===== config.mk =====
export PLATFORM = sky130hd
export DESIGN_NAME = line_fill_unit
export DESIGN_NICKNAME = d
export VERILOG_FILES = /design/src/rtl/line_fill_unit.sv
export SDC_FILE = /design/constraint.sdc
export NUM_CORES = 1
export LEC_CHECK = 0
export ABC_CLOCK_PERIOD_IN_PS = 1900
export BUFFER_PORTS_ARGS = -buffer_cell sky130_fd_sc_hd__clkbuf_2
export CORE_UTILIZATION = 48
export CTS_BUF_LIST = sky130_fd_sc_hd__clkbuf_4 sky130_fd_sc_hd__clkbuf_8
export DETAILED_ROUTE_END_ITERATION = 7
export PLACE_DENSITY = 0.89
export RECOVER_POWER = 25
export SYNTH_ARGS = -nofsm -noshare
export SYNTH_HDL_FRONTEND = slang
export SYNTH_SLANG_ARGS = --single-unit

===== constraint.sdc =====
create_clock -name clk -period 1.9 [get_ports clk]
set_input_delay 0.38 -clock clk [delete_from_list [all_inputs] [get_ports clk]]
set_output_delay 0.38 -clock clk [all_outputs]
set_load 0.005 [all_outputs]

===== src/rtl/line_fill_unit.sv =====
// line_fill_unit: fetches one WORDS-word cache line from main memory on a miss.
//
// Ports:
//   clk, rst             rising-edge clock, asynchronous active-low reset
//   req_valid, req_addr  line fill request from the cache (any word inside the line)
//   req_ready            high only in IDLE; requests are accepted on that edge
//   mem_req, mem_addr    single-word read request to main memory (held until mem_ack)
//   mem_ack, mem_rdata   memory returns one word in the cycle mem_ack is high
//   line_valid           one-cycle pulse when line_addr/line_data hold a new complete line
//   line_addr            aligned base address of the line in line_data
//   line_data            line buffer, index = word offset inside the line
//   busy                 a fill is in progress (not IDLE)
//   fill_count           number of completed fills, saturating at all-ones
module line_fill_unit #(
  parameter int unsigned ADDR_W = 15,
  parameter int unsigned DATA_W = 32,
  parameter int unsigned WORDS  = 4,
  parameter int unsigned CNT_W  = 15
) (
  input  logic              clk,
  input  logic              rst,
  input  logic              req_valid,
  input  logic [ADDR_W-1:0] req_addr,
  output logic              req_ready,
  output logic              mem_req,
  output logic [ADDR_W-1:0] mem_addr,
  input  logic              mem_ack,
  input  logic [DATA_W-1:0] mem_rdata,
  output logic              line_valid,
  output logic [ADDR_W-1:0] line_addr,
  output logic [DATA_W-1:0] line_data [0:WORDS-1],
  output logic              busy,
  output logic [CNT_W-1:0]  fill_count
);

  localparam int unsigned IdxW = $clog2(WORDS);
  localparam logic [IdxW-1:0] LastIdx = IdxW'(WORDS - 1);
  localparam logic [ADDR_W-1:0] OffsMask = ADDR_W'(WORDS - 1);
  localparam logic [CNT_W-1:0] CntMax = '1;

  typedef enum logic [1:0] {
    StIdle,
    StFetch,
    StDone
  } state_e;

  state_e              state_q;
  logic [IdxW-1:0]     idx_q;
  logic [ADDR_W-1:0]   base_q;
  logic [ADDR_W-1:0]   req_base;

  // Clear the word offset so the fetch always starts at the line boundary.
  assign req_base = req_addr & ~OffsMask;

  // All outputs are registered; the async reset clears mem_req without waiting for an edge.
  always_ff @(posedge clk or negedge rst) begin
    if (!rst) begin
      state_q    <= StIdle;
      idx_q      <= '0;
      base_q     <= '0;
      req_ready  <= 1'b1;
      mem_req    <= 1'b0;
      mem_addr   <= '0;
      line_valid <= 1'b0;
      line_addr  <= '0;
      busy       <= 1'b0;
      fill_count <= '0;
      for (int i = 0; i < WORDS; i++) begin
        line_data[i] <= '0;
      end
    end else begin
      unique case (state_q)
        StIdle: begin
          if (req_valid) begin
            base_q    <= req_base;
            idx_q     <= '0;
            mem_addr  <= req_base;
            mem_req   <= 1'b1;
            req_ready <= 1'b0;
            busy      <= 1'b1;
            state_q   <= StFetch;
          end
        end
        StFetch: begin
          if (mem_ack) begin
            line_data[idx_q] <= mem_rdata;
            if (idx_q == LastIdx) begin
              mem_req    <= 1'b0;
              line_valid <= 1'b1;
              line_addr  <= base_q;
              if (fill_count != CntMax) begin
                fill_count <= fill_count + 1'b1;
              end
              state_q    <= StDone;
            end else begin
              idx_q    <= idx_q + 1'b1;
              // Line-aligned base: base + offset never carries out of the line.
              mem_addr <= base_q + ADDR_W'(idx_q) + ADDR_W'(1);
            end
          end
        end
        StDone: begin
          line_valid <= 1'b0;
          req_ready  <= 1'b1;
          busy       <= 1'b0;
          state_q    <= StIdle;
        end
        default: begin
          state_q <= StIdle;
        end
      endcase
    end
  end

endmodule

Word-level counts from Yosys, hierarchy flattened
Index checks and enable logic that the tools add are counted.

Register bits after elaboration: 192. Bits of input ports: 51. Output and inout bits: 177. Logic and storage cells: 68.

$add $sub $neg: 4. Order comparisons: 2. Eq/ne operators: 8. Mux-type cells: 25. Bitwise logic cells: 1. Reductions and logical operators: 14.

Operators with widths (number): $bwmux 128 (1); $demux 32 s2 (1); $mux 15 (3); $mux 32 (1); $add 15x1->15 const B (2); $pmux 15 s2 (1); $add 15x2->15 (1); $ne 15x15->1 const B (1); $mux 2 (6); $reduce_and 4->1 (3); $reduce_and 3->1 (3); $ne 2x2->1 const B (4); $pmux 1 s2 (4); $pmux 2 s2 (2); $mux 1 (6); $reduce_and 2->1 (3); $reduce_bool 2->1 (3); $eq 2x2->1 const B (2); $ge 3x3->1 const B (1); $lt 3x1->1 const B (1); $not 2->3 (1); $add 2x1->2 const B (1); $eq 2x1->1 const B (1); $logic_not 2->1 (1); $logic_and 1x1->1 (1).

Depth between registers and ports, before layout
Gate-level depths: netlist (run 1).

Depth after elaboration: 6. Depth in mapped cells: 8. Mapped depth without buffers: 6.

Worst setup path before layout (run 1)
Ideal clock, no wire load.

Kind: register -> register. Start point: reg, netlist name mem_addr[0]. End point: reg mem_addr[12]. Setup time: 0.130 ns. Arrival time: 1.753 ns. Setup slack: 0.017 ns. Stages on the path, launching flop included: 9. Path buffers: 2. Clock period less this slack: 1.883 ns. Cells stage by stage: dfrtp_1 ha_1 clkbuf_1 nand3b_1 a21o_1 buf_2 or3_1 o21ai_0 a21oi_1.

RTL lines: end signal, assigned (RTL line 77) `mem_addr <= req_base;`; end signal, assigned (RTL line 98) `mem_addr <= base_q + ADDR_W'(idx_q) + ADDR_W'(1);`; end, declared (RTL line 26) `output logic [ADDR_W-1:0] mem_addr,`.

Worst setup path in the final report (run 1)
Start point: reg state_q[1]. End point: reg fill_count[1].

Cells in the longest elaborated chain, start to end: 2.

Ends and longest elaborated chain: start, declared (RTL line 47) `state_e state_q;`; start signal, assigned (RTL line 58) `state_q <= StIdle;`; start signal, assigned (RTL line 81) `state_q <= StFetch;`; start signal, assigned (RTL line 94) `state_q <= StDone;`; $eq 2x1->1 (RTL line 72) `unique case (state_q)`; $reduce_and 4->1 (no source line); end signal, assigned (RTL line 92) `fill_count <= fill_count + 1'b1;`; end, declared (RTL line 33) `output logic [CNT_W-1:0] fill_count`.

Every way passes these cells. A chain may end at the register's enable or synchronous reset.

==> results of run 1 <==
## stage by stage
stage                     utilization  worst slack (ps)  instances
after floorplan                     -              16.5        517
after global placement          0.595               105        952
after detailed placement        0.595              80.2        952
after CTS                       0.622              88.6        985
after global routing            0.621              19.2        985
final                           0.621              89.2        985
## layer usage
metal  vias up  track usage
li1       2312            -
met1      2549        0.253
met2       191        0.362
met3        11       0.0643
met4         0       0.0533
met5         -            0
## final cells by class
class | instances | share of cell area
flip-flops and latches | 190 | 0.500
clock buffers | 17 | 0.0246
repair buffers | 248 | 0.145
inverters | 4 | 0.00158
clock inverters | 15 | 0.0188
well taps | 211 | 0.0278
multi-input cells | 300 | 0.282
## cells by family after synthesis
kind of cell             Yosys count
adder cells (fa/ha/maj)            6
XOR/XNOR                          23
multiplexers                     155
flip-flops                       190
buffers and inverters             27
other                              1
AO/OA/AOI/OAI                     34
AND/OR/NAND/NOR                   80
## registers in the layout, summed over array words and instances (netlist names)
signal	flops
line_data	128
fill_count	15
mem_addr	15
base_q	13
line_addr	13
state_q	2
busy	1
line_valid	1
mem_req	1
req_ready	1
## timing repair
item	in CTS	in global routing
hold buffers	1	0
endpoints found under the hold margin	24	0
resized for setup	0	0
## placed cells by master, fill, tap and decap left out, types with 10 or more instances in the layout
cell / n
buf_4: 15
mux2_2: 155
xor2_1: 10
nand2_1: 20
clkbuf_2: 225
xnor2_1: 13
o21ai_0: 12
nand3_1: 11
clkbuf_8: 17
dfrtp_1: 189
## worst min-delay path by stage
stage	startpoint	end
after CTS	req_addr[13]	base_q[13]$_DFFE_PN0P_
after detailed placement	rst	base_q[7]$_DFFE_PN0P_
after global placement	rst	base_q[7]$_DFFE_PN0P_
after global routing	req_addr[3]	base_q[3]$_DFFE_PN0P_
final	req_addr[10]	base_q[10]$_DFFE_PN0P_
after floorplan	rst	base_q[10]$_DFFE_PN0P_
## power by group
group	leakage [uW]	switching (uW)	internal, uW	total (uW)
logic	0.00214	2420	3200	5620
clock network	0.000200	1500	1220	2720
registers	0.00230	1180	5940	7120
total	0.00464	5100	10400	15500
==> impl_metrics.toml, run 1 <==
[outcome]
outcome = "finished, final reports clean"

[final_layout]
area_growth_pct = 24.9
drive_gt1_frac = 0.574
seq_area_um2 = 4760
design_area_um2 = 9510
diodes = 0
multi_input_area_um2 = 2680
nets = 818
fill_cells = 1183

[critical_path]
crit_family = "simple AND/OR/NAND/NOR gates"
cp.required_ps = 2230
critPathArrivalTime_ps = 2140
max_stage_delay_ps = 400
cp_num_buf_inv = 0
reg2reg_to = "fill_count[1]$_DFFE_PN0P_"
crit_type = "reg2reg"
crit_cells = 4
slowest_stage = "dfrtp_1"
crit_end = "fill_count[1]$_DFFE_PN0P_"
cp-end-kind = "flop"
path_cells = "and3b_1 -> nand2_2 -> a21oi_2 -> mux2_2"
rrSetupSlack_ps = 90
ff2ff_path_depth = 4
crit_path_start_kind = "flop"
r2r-start = "state_q[1]$_DFFE_PN0P_"
cp_max_fo = 8
worstSetupStartpoint = "state_q[1]$_DFFE_PN0P_"

[logic_synthesis]
ys_types = 41
yosysTopAreaCell = "dfrtp_1"
synth-seq-cells = 190
synth_top_area_share = 0.621
synth_area_um2 = 7610
synth_flop_cell = "dfrtp_1"
async_flop_share = 1.00
synth_xor_area_frac = 0.0265
yosys-top-cells-area = "dfrtp_1 62%, mux2_2 23%, xnor2_1 1.5%"
avgSynthCellArea_um2 = 14.8
yosys.area_share.simple = 0.0592
yosysMostFrequentCell = "dfrtp_1"
synth-compound-area-share = 0.0265
muxShareOfSynthArea = 0.229
synth_common_cells = "189 x dfrtp_1, 155 x mux2_2, 21 x nand2_1, 13 x xnor2_1"
ys_seq_area_frac = 0.625
syn-instance-count = 516
synthAdderAreaFrac = 0.00986
synth_edf_count = 0
synth_top_family_by_area = "multiplexers"
yosysWarnings = 0

[power_and_ir_drop]
p_per_area_nw_per_um2 = 1620
p_leak_uw = 0.00464
vdd_ir_drop_max_mv = 0.766
total_power_uw = 15500

[placement]
port_buffers = 223
dp_hpwl_um = 12000
placed_area_um2 = 9110
gp_congestion = 0.802

[cts]
cts_tree = "built"
cts_setup_buffers = 0
cts_buffers = 17
clock_path_buffers = 2
htreeDepth = 4
clk_pin_slew_ps = 100
clock-sinks = 190
cts_root_buffer = "clkbuf_8"
clk_latency_ps = 440

[drt]
met1_length_um = 6930
routed_wl_um = 16700
drc = 0
dr.pass1.iters = 4
via_count = 5063
routed.top_layer = "met4"
wl_per_cell_um = 16.9
dr_wl_met2_um = 8360
wl_met3_um = 1230
final_antenna_net_count = 0
first_iter_violations = 213
viasPerCell = 5.14

[timing]
fin_tns_setup_ps = 0
holdWs_ps = 187
skew_ps = 7.02
rsz0062_at_grt = "no"
hold_violations = 0
tightest_slew_ps = 782
slew_violations = 0
fmax_mhz = 552
slew_headroom = 0.479
fin_crit_ps = 1810
timing.final.crit_share = 0.953
setup_viol = 0

[die]
die_h_um = 128
core_um2 = 15300
rows = 45
die_width_um = 128
die-area_um2 = 16400
initial_core_util = 0.497
pin_count = 228

[job]
cap_violations = 0

[global_routing]
grt_pass1_vias = 5086
grt_first_pass_wirelength_um = 26300
grt_use_total = 0.208
overflow = 0
antenna_found_initial = 0
grt_max_degree = 71

[min_path]
hp-class = "in2reg"
min_path_cells = 2
No activity file was read; power rests on OpenSTA's default activity.
==> run 2, diff against run 1 <==
- ABC_AREA: unset -> 1
- CTS_CLUSTER_SIZE: unset -> 8
==> run 2 against run 1 <==
- synthesized cell count grew 66%
- clock skew grew 11 ps
- flip-flop and latch count unchanged
- worst setup slack better by 120 ps
- largest power group unchanged
- combinational power shrank 4%
- maximum frequency is 7.3% higher
- sequential share of layout area shrank 0.75 points
- largest cell class unchanged
- final cell count increased by 33%
- non-clock buffer count decreased by 1
- critical path type unchanged
- sequential power is 2% lower
- clock power grew 3%
==> impl_metrics.toml, run 2 <==
[outcome]
outcome = "finished, final reports clean"

[placement]
gp_congestion = 0.878
port_buffers = 223
dp_hpwl_um = 13800

[timing]
skew_ps = 17.6
tightest_slew_ps = 1430
rsz0062_at_grt = "no"
timing.final.crit_share = 0.888
setup_viol = 0
fmax_mhz = 593
fin_tns_setup_ps = 0
fin_crit_ps = 1690
slew_headroom = 0.0488
slew_violations = 0
hold_violations = 0

[cts]
cts_buffers = 17
cts_resized = 0
cts_root_buffer = "clkbuf_8"
cts_tree = "built"
clk_latency_ps = 480
clock-sinks = 190
cts_setup_buffers = 0
clk_pin_slew_ps = 110
htreeDepth = 4
clock_path_buffers = 2

[logic_synthesis]
ys_types = 29
yosysWarnings = 0
synth_common_cells = "272 x nand2_1, 189 x dfrtp_1, 172 x o21ai_0, 64 x inv_1, 53 x nor2_1"
synth_edf_count = 0
avgSynthCellArea_um2 = 9.07
yosysMostFrequentCell = "nand2_1"
synth_flop_cell = "dfrtp_1"
ys_seq_area_frac = 0.612
yosysTopAreaCell = "dfrtp_1"
yosys-top-cells-area = "dfrtp_1 61%, nand2_1 13%, o21ai_0 11%"
syn-instance-count = 857
synth-seq-cells = 190
synth_area_um2 = 7770
synth_top_area_share = 0.609
async_flop_share = 1.00

[power_and_ir_drop]
p_int_uw = 9360
seqPwrFrac = 0.460
p_per_area_nw_per_um2 = 1580
p_leak_uw = 0.00513
p_sw_frac = 0.385
pwr-share-comb = 0.356
vdd_ir_drop_max_mv = 0.888
power.switching_uw = 5860
clkPwrFrac = 0.183
total_power_uw = 15200

[critical_path]
rrSetupSlack_ps = 210
cp.required_ps = 2250
slowest_stage = "dfrtp_1"
worstSetupStartpoint = "mem_addr[0]$_DFFE_PN0P_"
max_stage_delay_ps = 510
reg2reg_to = "mem_addr[10]$_DFFE_PN0P_"
cp-end-kind = "flop"
cp_max_fo = 9
crit_end = "mem_addr[10]$_DFFE_PN0P_"
cp_num_buf_inv = 0
crit_family = "flip-flops"
critPathArrivalTime_ps = 2040
path_cells = "ha_1 -> nand3_1 -> nor2_1 -> a21oi_1 -> o21ai_0 -> nand2_1"
crit_type = "reg2reg"
crit_cells = 6
crit_path_start_kind = "flop"
ff2ff_path_depth = 6
r2r-start = "mem_addr[0]$_DFFE_PN0P_"

[final_layout]
largest_register_ffs = 128
regMostFlops = "line_data"
area_growth_pct = 24.3
mostFrequentLayoutCells = "272 x nand2_1, 223 x clkbuf_2, 189 x dfrtp_1, 172 x o21ai_0, 64 x inv_1"
fill_cells = 1304
multi_input_area_um2 = 2580
diodes = 0
nets = 1142
largestRegisters = "line_data (128), fill_count (15), mem_addr (15)"
seq_area_um2 = 4760
mostFrequentLayoutCell = "nand2_1"
drive_gt1_frac = 0.267

[global_routing]
grt_first_pass_wirelength_um = 30900
grt_use_total = 0.242
grt_pass1_vias = 6221
overflow = 0
antenna_found_initial = 0
grt_max_degree = 61

[die]
rows = 46
core_um2 = 15800
die_h_um = 129
die-area_um2 = 16700
pin_count = 228
die_width_um = 129
initial_core_util = 0.491

[drt]
dr.pass1.iters = 5
first_iter_violations = 349
viasPerCell = 5.00
wl_per_cell_um = 14.6
final_antenna_net_count = 0
routed_wl_um = 19200
drc = 0
via_count = 6565

[job]
cap_violations = 0

[min_path]
hp-class = "in2reg"
==> run 2: cell count changes after synthesis, sizes merged, moves of 4 or more <==
cell    delta
or3        -4
nor2      +49
nand2    +255
nor3       -7
nand3     +10
o21ai    +163
xnor2      -9
clkbuf    +26
buf       -10
a21oi      -7
inv       +62
o22ai      -6
mux2     -155
==> run 2: logic make-up after synthesis <==
logic type / after synthesis / share of synthesized area
flops: 190 / 0.612
xor+xnor: 11 / 0.0134
other cells: 1 / 0.000483
fa+ha+maj: 6 / 0.00966
buf+inv: 105 / 0.0565
simple gates: 366 / 0.191
compound gates: 178 / 0.116
==> run 2: layout make-up <==
type	instances	area share
sequential	190	0.492
multi-input combinational	563	0.267
timing repair buffer	247	0.143
tap	216	0.0280
clock buffer	19	0.0271
inverter	66	0.0257
clock inverter	13	0.0171
==> run 2: power by group through the flow <==
stage	sequential, uW	combinational, uW	clock [uW]
final	7010	5420	2790
after floorplan	7030	2590	0
after global routing	7220	6200	3000
after global placement	6960	5240	0
after CTS	6990	5490	2850
after detailed placement	7030	5500	0
==> run 2: timing repair <==
action,CTS,global route
setup endpoints to repair,0,0
hold endpoints to repair,43,0
hold buffers,1,0
==> run 2: routing by layer <==
metal | part of all wire | track usage | wire length, um
met4 | 0.011 | 0.0664 | 204
met3 | 0.070 | 0.0768 | 1340
met1 | 0.44 | 0.310 | 8410
met2 | 0.48 | 0.396 | 9230
met5 | 0 | 0 | 0
==> run 2: metrics by stage <==
stage | util | hold slack, ps | cells | cell area [um^2] | setup slack (ps)
after floorplan | - | 84.4 | 858 | 7770 | 316
after global placement | 0.584 | 379 | 1281 | 9240 | 269
after detailed placement | 0.584 | 378 | 1281 | 9240 | 237
after CTS | 0.611 | 113 | 1314 | 9670 | 208
after global routing | 0.610 | 128 | 1314 | 9660 | 2.28
final | 0.610 | 135 | 1314 | 9660 | 212
==> run 2: worst min path at each step <==
stage                 start                         to  slack, ps  cells past startpoint
6_report        req_addr[2]      base_q[2]$_DFFE_PN0P_        130                      3
5_1_grt        req_addr[12]     base_q[12]$_DFFE_PN0P_        130                      3
4_1_cts         req_addr[2]      base_q[2]$_DFFE_PN0P_        110                      3
3_5_place_dp            rst  fill_count[5]$_DFFE_PN0P_        380                      1
3_3_place_gp            rst  fill_count[5]$_DFFE_PN0P_        380                      1
2_1_floorplan           rst     base_q[10]$_DFFE_PN0P_         80                      0
==> run 2: worst reg2reg max path: stages (launching register included) <==
cell and delay [ps]:
dfrtp_1 510, ha_1 250, nand3_1 120, nor2_1 260
a21oi_1 100, o21ai_0 240, nand2_1 70
==> run 3, diff against run 2 <==
- MAX_ROUTING_LAYER: unset -> met4
==> run 3 against run 2 <==
- cell area shrank 0.89%
- worst setup slack worse by 25 ps
- via count hardly changed
- clock skew is essentially flat
- global-route usage up 0.58 points
- non-clock buffer count decreased by 3
- final cell count down 0.23%
- critical path type unchanged
- highest routed layer unchanged
- register-to-register slack got worse by 20 ps
- sequential power about the same
- wire length rose by 1.0%
- utilization down 0.55 points
- die area unchanged
==> impl_metrics.toml, run 3 (same netlist as run 2, synthesis figures left out) <==
[drt]
final_antenna_net_count = 0
first_iter_violations = 376
routed_wl_um = 19400
via_count = 6562
dr.pass1.iters = 4
viasPerCell = 5.01
wl_per_cell_um = 14.8
drc = 0

[critical_path]
crit_end = "fill_count[7]$_DFFE_PN0P_"
slowest_stage = "dfrtp_1"
cp-end-kind = "flop"
max_stage_delay_ps = 410
ff2ff_path_depth = 9
cp.required_ps = 2230
crit_path_start_kind = "flop"
critPathArrivalTime_ps = 2040
r2r-start = "fill_count[1]$_DFFE_PN0P_"
path_cells = "ha_1 -> nand2_1 -> nor2_2 -> nand2_1 -> nor2_2 -> nor2_4 -> buf_4 -> nand2_1 -> o21ai_0"
worstSetupStartpoint = "fill_count[1]$_DFFE_PN0P_"
rrSetupSlack_ps = 190
reg2reg_to = "fill_count[7]$_DFFE_PN0P_"
crit_type = "reg2reg"
cp_max_fo = 10
critical_path.most_common_cell = "nand2_1"

[job]
cap_violations = 0

[final_layout]
design_area_um2 = 9570
drive_gt1_frac = 0.266
nets = 1139
mostFrequentLayoutCells = "272 x nand2_1, 224 x clkbuf_2, 189 x dfrtp_1, 172 x o21ai_0, 63 x inv_1"
diodes = 0
area_growth_pct = 23.2
mostFrequentLayoutCell = "nand2_1"
regMostFlops = "line_data"
fin_util = 0.605
largest_register_ffs = 128
largestRegisters = "line_data (128), fill_count (15), mem_addr (15)"

[cts]
cts_buffers = 17
cts_tree = "built"
clock-sinks = 190
clk_pin_slew_ps = 100
cts_setup_buffers = 0
cts_root_buffer = "clkbuf_8"
htreeDepth = 4
clock_path_buffers = 2
clk_latency_ps = 460

[power_and_ir_drop]
p_per_area_nw_per_um2 = 1570
clkPwrFrac = 0.173
p_sw_frac = 0.387
vdd_ir_drop_max_mv = 0.821
seqPwrFrac = 0.466
power.switching_uw = 5810
p_leak_uw = 0.00509
p_int_uw = 9190
pwr-share-comb = 0.361

[die]
core_um2 = 15800
rows = 46
die_h_um = 129
die_width_um = 129
initial_core_util = 0.491
die-area_um2 = 16700
pin_count = 228

[timing]
fmax_mhz = 584
tightest_slew_ps = 1140
slew_violations = 0
fin_crit_ps = 1710
slew_headroom = 0.239
hold_violations = 0
skew_ps = 17.6
holdWs_ps = 156
timing.final.crit_share = 0.901
setup_viol = 0

[outcome]
outcome = "finished, final reports clean"

[global_routing]
overflow = 0
grt_max_degree = 61
grt_use_total = 0.248
antenna_found_initial = 0
grt_pass1_vias = 6274
grt_first_pass_wirelength_um = 30900

[min_path]
hp-class = "in2reg"

[placement]
gp_congestion = 0.907
port_buffers = 223
dp_hpwl_um = 13800
placed_area_um2 = 9200
==> run 3: area by class of cell <==
class	count	area [um^2]
clock inverter	13	121
inverter	66	251
sequential	190	4760
timing repair buffer	244	1330
clock buffer	19	262
multi-input combinational	563	2580
tap	216	270
fill	1339	6260
==> run 3: critical path: cells and delay by family (launching register included) <==
family / cells / cell delay, ps
AND/OR/NAND/NOR: 6 / 690
flip-flops: 1 / 410
adder cells (fa/ha/maj): 1 / 250
buffers and inverters: 1 / 170
AO/OA/AOI/OAI: 1 / 80
==> run 3: how the worst min path moves through the flow <==
stage / slack, ps / cells past startpoint / start / end
final: 160 / 3 / req_addr[6] / base_q[6]$_DFFE_PN0P_
after global routing: 130 / 3 / req_addr[14] / base_q[14]$_DFFE_PN0P_
after CTS: 120 / 3 / req_addr[13] / base_q[13]$_DFFE_PN0P_
after detailed placement: 340 / 1 / rst / fill_count[3]$_DFFE_PN0P_
after global placement: 340 / 1 / rst / fill_count[5]$_DFFE_PN0P_
after floorplan: 80 / 0 / rst / base_q[10]$_DFFE_PN0P_
==> run 3: through the flow <==
step                      std cells  power [uW]  worst slack [ps]  setup TNS, ps
final                          1311       15000               188              0
after global routing           1311       16200            -0.152         -0.152
after CTS                      1311       15100               182              0
after detailed placement       1278       12500               204              0
after global placement         1278       12200               263              0
after floorplan                 858        9630               316              0
==> run 3: what timing repair did <==
action | 4_1_cts | 5_1_grt
hold buffers | 1 | 0
endpoints found under the setup margin | 0 | 3
endpoints found under the hold margin | 36 | 0
resized for setup | 0 | 1
==> run 3: power by group through the flow <==
stage	clock (uW)	sequential, uW	combinational [uW]
after floorplan	0	7030	2590
after global placement	0	6980	5230
after detailed placement	0	7010	5490
after CTS	2670	6990	5490
after global routing	2830	7210	6190
final	2590	7000	5410
==> run 3: metal layers <==
layer / up-vias / global-route usage / share of wire
met5: - / - / 0
met4: 0 / 0.0837 / 0.018
li1: 3164 / - / -
met3: 28 / 0.0524 / 0.058
met1: 3119 / 0.320 / 0.44
met2: 251 / 0.389 / 0.48
